File: src/rtl/fetch_sequencer.sv
`default_nettype none
// ============================================================================
//  Module   : fetch_sequencer
//  Brief    : Instruction fetch front end; holds inst/cycle for decode and
//             sequences FETCH/EXEC0/EXEC1 with PC advance and jump redirect.
//  Revision : 1.0
// ============================================================================
module fetch_sequencer #(
    parameter int                  PC_WIDTH     = 16,
    parameter logic [PC_WIDTH-1:0] RESET_VECTOR = '0
) (
    input  logic                clk,
    input  logic                rst_n,
    input  logic [7:0]          mem_data,
    input  logic                mem_ready,
    input  logic                hold,
    input  logic                MC,
    input  logic                J,
    input  logic [PC_WIDTH-1:0] jump_target,
    output logic [PC_WIDTH-1:0] pc,
    output logic [7:0]          inst,
    output logic                cycle,
    output logic                inst_valid,
    output logic                fetch_req,
    output logic                bus_data
);

    typedef enum logic [1:0] {
        FETCH = 2'b00,
        EXEC0 = 2'b01,
        EXEC1 = 2'b10
    } state_t;

    localparam logic [PC_WIDTH-1:0] C_PC_ONE = PC_WIDTH'(1);

    state_t              rState;
    logic [PC_WIDTH-1:0] rPc;
    logic [7:0]          rInst;
    logic                rCycle;
    logic                rInstValid;
    logic                rFetchReq;
    logic                rBusData;
    logic                wMemOp;
    logic                wExec1Stall;

    // Opcodes 10xx_xxxx touch data memory during their second cycle.
    assign wMemOp      = rInst[7] & ~rInst[6];
    assign wExec1Stall = hold | (rBusData & ~mem_ready);

    always_ff @(posedge clk or negedge rst_n) begin
        if (!rst_n) begin
            rState     <= FETCH;
            rPc        <= RESET_VECTOR;
            rInst      <= 8'h00;
            rCycle     <= 1'b0;
            rInstValid <= 1'b0;
            rFetchReq  <= 1'b0;
            rBusData   <= 1'b0;
        end else begin
            case (rState)
                FETCH: begin
                    rFetchReq  <= 1'b1;
                    rInstValid <= 1'b0;
                    rBusData   <= 1'b0;
                    rCycle     <= 1'b0;
                    // No capture until the request has actually been on the bus.
                    if (rFetchReq && mem_ready && !hold) begin
                        rInst      <= mem_data;
                        rPc        <= rPc + C_PC_ONE;
                        rFetchReq  <= 1'b0;
                        rInstValid <= 1'b1;
                        rState     <= EXEC0;
                    end
                end
                EXEC0: begin
                    if (!hold) begin
                        if (MC) begin
                            rCycle   <= 1'b1;
                            rBusData <= wMemOp;
                            rState   <= EXEC1;
                        end else begin
                            rInstValid <= 1'b0;
                            rFetchReq  <= 1'b1;
                            rState     <= FETCH;
                        end
                    end
                end
                EXEC1: begin
                    if (!wExec1Stall) begin
                        if (J) begin
                            rPc <= jump_target;
                        end
                        rCycle     <= 1'b0;
                        rBusData   <= 1'b0;
                        rInstValid <= 1'b0;
                        rFetchReq  <= 1'b1;
                        rState     <= FETCH;
                    end
                end
                default: begin
                    rCycle     <= 1'b0;
                    rBusData   <= 1'b0;
                    rInstValid <= 1'b0;
                    rFetchReq  <= 1'b1;
                    rState     <= FETCH;
                end
            endcase
        end
    end

    assign pc         = rPc;
    assign inst       = rInst;
    assign cycle      = rCycle;
    assign inst_valid = rInstValid;
    assign fetch_req  = rFetchReq;
    assign bus_data   = rBusData;

endmodule
`default_nettype wire

File: config.mk
export PLATFORM = sky130hd
export DESIGN_NAME = fetch_sequencer
export DESIGN_NICKNAME = d
export VERILOG_FILES = /design/src/rtl/fetch_sequencer.sv
export SDC_FILE = /design/constraint.sdc
export NUM_CORES = 1
export LEC_CHECK = 0
export BUFFER_PORTS_ARGS = -buffer_cell sky130_fd_sc_hd__buf_2
export CORE_ASPECT_RATIO = 0.6
export CORE_UTILIZATION = 49
export DETAILED_ROUTE_END_ITERATION = 8
export GPL_TIMING_DRIVEN = 0
export HOLD_SLACK_MARGIN = 0.02
export MAX_ROUTING_LAYER = met4
export PLACE_DENSITY_LB_ADDON = 0.08
export SKIP_CTS_REPAIR_TIMING = 1
export SLEW_MARGIN = 20
export SYNTH_ARGS = -nofsm -noshare
export SYNTH_HDL_FRONTEND = slang
export SYNTH_SLANG_ARGS = --single-unit
File: constraint.sdc
create_clock -name clk -period 2.05 [get_ports clk]
set_input_delay 0.1025 -clock clk [delete_from_list [all_inputs] [get_ports clk]]
set_output_delay 0.1025 -clock clk [all_outputs]
set_load 0.02 [all_outputs]
==> metrics.cfg, run 1 <==
[timing]
drv_slew = 0
worst_slew_pin_slew_ns = 0.672
whs_ns = 0.0503
rsz0062_at_grt = no
final.setup.tns_ns = 0
clock.fmax_mhz = 566
finalSetupViolCount = 0
slew_headroom = 0.552
hold_viol = 0
period_minus_slack_ns = 1.77
skew_ns = 0.00718
fin_crit_sh = 0.862

[run_status]
status = finished clean

[global_route]
grt_use_total = 0.253
antenna_found_initial = 0
grt_max_degree = 31
grt_pass1_vias = 1409
grt_overflow_total = 0
grt_pass1_wl_mm = 6.53

[critical_path]
reg2reg_from = pc[0]
cp.required_ns = 2.25
worst_setup_path_start_kind = flop
r2r_slack_ns = 0.28
setup.worst_path.class = flop to flop
crit_arrival_ns = 1.97
regToRegEndpoint = pc[12]
crit_path_end_kind = flop
crit_fanout = 6
ff2ff_path_depth = 6

[hold_path]
min_from = mem_data[0]
min_to = inst[0]
hp-class = input port to flop
hold_path_depth = 2

[clocking]
numCtsBuffers = 5
cts_buffer_depth = 2
clock-root-buffer = clkbuf_8
path_clk_slew_ns = 0.07
clk_latency_ns = 0.28
cts_sinks = 30
cts_max_level = 2
cts_tree = done

[power_and_ir_drop]
p_per_area_mw_per_mm2 = 1350
power.total_mw = 2.81
leakage_nw = 1.03
peakVddDrop_v = 0.000647

[placed_design]
dp_cells = 268
portBuffers = 57
gp_congestion = 0.840
place_hpwl_mm = 3.07
place_area_sq_mm = 0.00196

[synth]
syn_inst = 169
ys.warnings.count = 0
yosysSeqAreaShare = 0.463
avgSynthCellArea_sq_um = 9.60
netlist_area_sq_mm = 0.00162
syn-num-nets = 200
ys_types = 39
synth_seq_cells = 30

[floorplan]
design.core.area_sq_mm = 0.00300
fp.dieW_um = 76.3
design.die.area_sq_mm = 0.00355
initial_core_util = 0.540
io_pins = 58
dieHeight_um = 46.6
num_rows = 15

[routing]
avgRoutedWirePerCell_um = 15.1
drtIter0Drc = 144
vias = 1560
first_pass_iters = 5
drc = 0
ant_nets = 0
finalWirelength_mm = 4.17
avgViaCountPerCell = 5.63

[cells_and_area]
fillers = 259
drive_gt1_frac = 0.370
fin_area_sq_mm = 0.00208
syn2layout_area_growth_pct = 28.2
diodes = 0
final_nets = 265
final_cell_count_no_fill = 277

[run]
max_cap_viol_count = 0

[kinds of logic (layout without fill, tap and decap cells)]
| family | after synthesis | count (layout) | share of synthesized area |
|---|---|---|---|
| AO/OA/AOI/OAI | 57 | 57 | 0.207 |
| multiplexers | 9 | 9 | 0.0779 |
| flip-flops | 30 | 30 | 0.463 |
| AND/OR/NAND/NOR | 59 | 59 | 0.205 |
| buffers and inverters | 13 | 79 | 0.0401 |
| adder cells (fa/ha/maj) | 1 | 1 | 0.00771 |
[synthesized netlist by cell type]
cell	number	area, sq um
o21ai_0	13	65.1
nor2_1	10	37.5
o22ai_1	5	31.3
o22a_1	1	8.76
clkbuf_1	1	3.75
and4_1	1	8.76
nand3_2	2	20.0
a21oi_1	23	115
and2_1	1	6.26
inv_1	4	15.0
ha_1	1	12.5
a21boi_0	1	7.51
nor2b_1	4	25.0
buf_2	7	35.0
nand4_1	3	18.8
o21bai_1	1	7.51
mux2_4	7	105
nand2b_1	3	18.8
a21o_1	1	7.51
and3_1	1	6.26
or3_4	1	11.3
dfrtp_1	30	751
nand3b_4	1	20.0
nor3_1	1	5.00
or3_1	1	6.26
a32o_1	1	10.0
mux2_1	1	11.3
and2_2	1	7.51
nor3_2	1	10.0
a31oi_1	1	6.26
buf_6	1	11.3
a2bb2oi_1	6	52.6
mux2i_1	1	10.0
a32oi_1	1	8.76
nand3_1	9	45.0
nor3_4	1	16.3
or2_1	1	6.26
o21ai_1	3	15.0
nand2_1	17	63.8
[final cells by class]
cell class | instances | area [sq um] | share of cell area
Multi-Input combinational cell | 126 | 807 | 0.388
Sequential cell | 30 | 751 | 0.361
Timing Repair Buffer | 58 | 295 | 0.142
Clock buffer | 8 | 110 | 0.0529
Inverter | 4 | 15.0 | 0.00722
Tap cell | 42 | 52.6 | 0.0253
Buffer | 9 | 50.0 | 0.0241
[critical path, stage by stage, from the launching register on]
cell       delay [ns]
dfrtp_1          0.43
ha_1             0.22
nand3_1          0.22
nor3_4           0.30
nand4_1          0.13
a21oi_1          0.20
a2bb2oi_1        0.18
[report_power, final]
group	leakage [nW]	switching (mW)	internal, mW
clock network	0.0575	0.222	0.339
logic	0.605	0.687	0.472
registers	0.366	0.260	0.825
total	1.03	1.17	1.64
[flip-flops by register name, summed over array words and instances, names as in the netlist]
name and flops:
inst 8, bus_data 1, pc 16, fetch_req 1, cycle 1, rState 2
inst_valid 1
[layout by cell type (no fill, tap or decap), types with 2 or more instances in the layout]
cell type and instances:
nand2b_1 3, a21oi_1 23, buf_2 64, o21ai_0 13, nand3_1 9, nor2b_1 4, mux2_4 7, inv_1 4
clkbuf_8 8, a2bb2oi_1 6, o21ai_1 3, dfrtp_1 30, nand4_1 3, nor2_1 10, nand2_1 17, o22ai_1 5
nand3_2 2
[worst max path at each step]
stage | cells past startpoint | end | slack [ns] | start
after floorplan | 6 | pc[6] | 0.43 | pc[0]
after global placement | 6 | pc[12] | 0.40 | pc[0]
after detailed placement | 6 | pc[12] | 0.32 | pc[0]
after CTS | 6 | pc[12] | 0.30 | pc[0]
after global routing | 6 | pc[12] | 0.20 | pc[0]
final | 6 | pc[12] | 0.28 | pc[0]
[per-layer routing]
layer	vias to the layer above	share of wire	track usage
li1	741	-	-
met1	739	0.46	0.321
met2	76	0.44	0.393
met3	4	0.084	0.0792
met4	0	0.0072	0.0769
met5	-	0	-
[per-stage QoR]
step                worst slack [ns]   util
CTS                            0.302  0.690
global placement               0.400  0.653
floorplan                      0.433      -
finish                         0.282  0.693
global route                   0.198  0.693
detailed placement             0.321  0.653
Note: power is estimated with default switching activity, not from simulation.
==> run 2: changes to the inputs <==
--- a/config.mk
+++ b/config.mk
@@ -5,9 +5,10 @@
 export SDC_FILE = /design/constraint.sdc
 export NUM_CORES = 1
 export LEC_CHECK = 0
+export ABC_AREA = 1
 export BUFFER_PORTS_ARGS = -buffer_cell sky130_fd_sc_hd__buf_2
 export CORE_ASPECT_RATIO = 0.6
-export CORE_UTILIZATION = 49
+export CORE_UTILIZATION = 50
 export DETAILED_ROUTE_END_ITERATION = 8
 export GPL_TIMING_DRIVEN = 0
 export HOLD_SLACK_MARGIN = 0.02
==> metrics.cfg, run 2 <==
[routing]
finalWirelength_mm = 4.14  ; -0.86%
first_pass_iters = 4  ; -1
drc = 0  ; unchanged
avgRoutedWirePerCell_um = 11.9  ; -21%
vias = 1691  ; +8.4%
drtIter0Drc = 109  ; -24%
avgViaCountPerCell = 4.86  ; -14%
ant_nets = 0  ; unchanged

[global_route]
grtUsageMet1 = 0.369  ; +0.0481
met3_usage = 0.0876  ; +0.00841
grt_max_degree = 31  ; unchanged
antenna_found_initial = 0  ; unchanged
grt_overflow_total = 0  ; unchanged
grt_pass1_vias = 1378  ; -2.2%
top_usage_layer = met1
grt_use_total = 0.251  ; -0.00190
grt_pass1_wl_mm = 6.54  ; +0.21%
grt_util_met2 = 0.323  ; -0.0693

[synth]
muxShareOfSynthArea = 0.0552  ; -0.0227
synth.most_common_cell = nand2_1
ys_types = 25  ; -36%
syn-num-nets = 268  ; +34%
synthXorXnorAreaFrac = 0.0297  ; +0.0297
yosysSeqAreaShare = 0.425  ; -0.0380
synth_area_leaders = dfrtp_1, nand2_1, nor2_1, nand3_1, mux2_4
synth-simple-area-share = 0.369  ; +0.164
synth_compound_area_frac = 0.0495  ; -0.157
synth_common_cells = nand2_1, nor2_1, dfrtp_1, nand3_1, inv_1
yosysTopAreaCellShare = 0.425  ; -0.0380
netlist_area_sq_mm = 0.00177  ; +8.9%
synth_largest_area_cell = dfrtp_1
synth_seq_cells = 30  ; unchanged
syn_inst = 237  ; +40%
synth_top_flop_cell = dfrtp_1
synthAdderAreaFrac = 0.00708  ; -0.000633
avgSynthCellArea_sq_um = 7.46  ; -22%
synthArstFlopShare = 1.00  ; unchanged
ys.warnings.count = 0  ; unchanged
synth_edf_count = 0  ; unchanged
synth_top_family_by_area = simple AND/OR/NAND/NOR gates

[clocking]
cts_sinks = 30  ; unchanged
cts_tree = done
path_clk_slew_ns = 0.07  ; about the same
cts_buffer_depth = 2  ; unchanged
clock-root-buffer = clkbuf_8
cts_max_level = 2  ; unchanged
clk_latency_ns = 0.29  ; about the same
numCtsBuffers = 5  ; unchanged

[placed_design]
portBuffers = 57  ; unchanged
place_hpwl_mm = 3.15  ; +2.6%
dp_slack_ns = 0.556  ; +0.235 ns
dp_cells = 339  ; +26%
gp_congestion = 0.866  ; +3.1%

[floorplan]
io_pins = 58  ; unchanged
fp.dieW_um = 78.8  ; +3.2%
dieHeight_um = 48.1  ; +3.2%
initial_core_util = 0.532  ; -0.00841
design.core.area_sq_mm = 0.00332  ; +11%
num_rows = 16  ; +1
design.die.area_sq_mm = 0.00379  ; +6.5%

[critical_path]
worst_setup_path_start_kind = flop
crit_path_end_kind = flop
ff2ff_path_depth = 8  ; +2
cp.required_ns = 2.24  ; about the same
crit_start = pc[1]
crit_fanout = 5  ; -1
reg2reg_from = pc[1]
setup.worst_path.class = flop to flop
crit_arrival_ns = 1.69  ; -0.28 ns

[timing]
finalSetupViolCount = 0  ; unchanged
final.setup.tns_ns = 0  ; unchanged
final.setup.worst_slack_ns = 0.547  ; +0.264 ns
fin_crit_sh = 0.733  ; -0.129
skew_ns = 0.00784  ; +0.000662 ns
clock.fmax_mhz = 665  ; +18%
whs_ns = 0.0383  ; -0.0120 ns
hold_viol = 0  ; unchanged
rsz0062_at_grt = no
worst_slew_pin_slew_ns = 0.682  ; +0.0100 ns
slew_headroom = 0.545  ; -0.00669
drv_slew = 0  ; unchanged
period_minus_slack_ns = 1.50  ; -0.264 ns

[run]
max_cap_viol_count = 0  ; unchanged

[cells_and_area]
final_common_cell = nand2_1
syn2layout_area_growth_pct = 25.1
largest_reg_flops = 16  ; unchanged
final_nets = 333  ; +26%
diodes = 0  ; unchanged
final_cell_count_no_fill = 348  ; +26%
final_cell_mix = nand2_1, buf_2, nor2_1, dfrtp_1, nand3_1
fillers = 320  ; +24%
final_util = 0.665  ; -0.0276
drive_gt1_frac = 0.300  ; -0.0699

[hold_path]
min_from = mem_data[3]
hold_path_depth = 2  ; unchanged
hp-class = input port to flop

[power_and_ir_drop]
p_per_area_mw_per_mm2 = 1540  ; +15%
peakVddDrop_v = 0.000950  ; +47%
leakage_nw = 1.25  ; +21%

[run_status]
status = finished clean

[run 2: changes by cell type in the layout (fill, tap and decap cells not counted), moves of 8 or more]
cell     delta
a21oi_1    -22
nand3_1     +8
nand2_1    +70
nor2_1     +23
inv_1      +12
[run 2: cell type report]
type | count | area (sq um) | share of cell area
plain buffers | 5 | 40.0 | 0.0181
clock buffers | 7 | 86.3 | 0.0390
clock inverters | 1 | 5.00 | 0.00226
inverters | 20 | 75.1 | 0.0340
multi-input cells | 182 | 902 | 0.408
flip-flops and latches | 30 | 751 | 0.340
well taps | 45 | 56.3 | 0.0255
repair buffers | 58 | 295 | 0.134
[run 2: worst max-delay path, cell delays in order, from the launching register on]
cell     delay, ns
dfrtp_1       0.41
ha_1          0.21
nand3_1       0.19
inv_1         0.13
nand2_1       0.11
o21ai_1       0.16
nand3_1       0.08
nand2_1       0.06
nand2_1       0.04
[run 2: final timing paths]
kind	slack, ns	end
worst min register to register	0.48	inst_valid
worst min-delay path	0.04	inst[3]
worst max register to register	0.55	pc[10]
max in group asynchronous	1.21	inst[1]
worst max-delay path	0.55	pc[10]
min in group asynchronous	0.39	cycle
[run 2: kinds of logic (layout without fill, tap and decap cells)]
family                     after synthesis  count (layout)
muxes                                    7               7
buffers and inverters                   25              91
DFF                                     30              30
adders and majority gates                1               1
xor gates and xnor gates                 6               6
AOI/OAI and AO/OA                       16              16
and+or+nand+nor                        152             152
[run 2: per-layer routing]
metal / wire (um) / vias to the layer above
met3: 283 / 2
met2: 1620 / 50
met5: 0 / -
met1: 2220 / 760
met4: 14 / 0
li1: - / 879
[run 2: power breakdown]
group	leakage [nW]	switching (mW)	internal (mW)
Combinational	0.828	1.09	0.672
Sequential	0.372	0.282	0.863
Clock	0.0482	0.234	0.271
Total	1.25	1.61	1.81
[run 2: per-stage QoR]
stage | area (sq um) | power, mW
global route | 2210 | 3.74
detailed placement | 2110 | 2.92
global placement | 2110 | 2.90
finish | 2210 | 3.42
CTS | 2200 | 3.43
floorplan | 1770 | 2.39
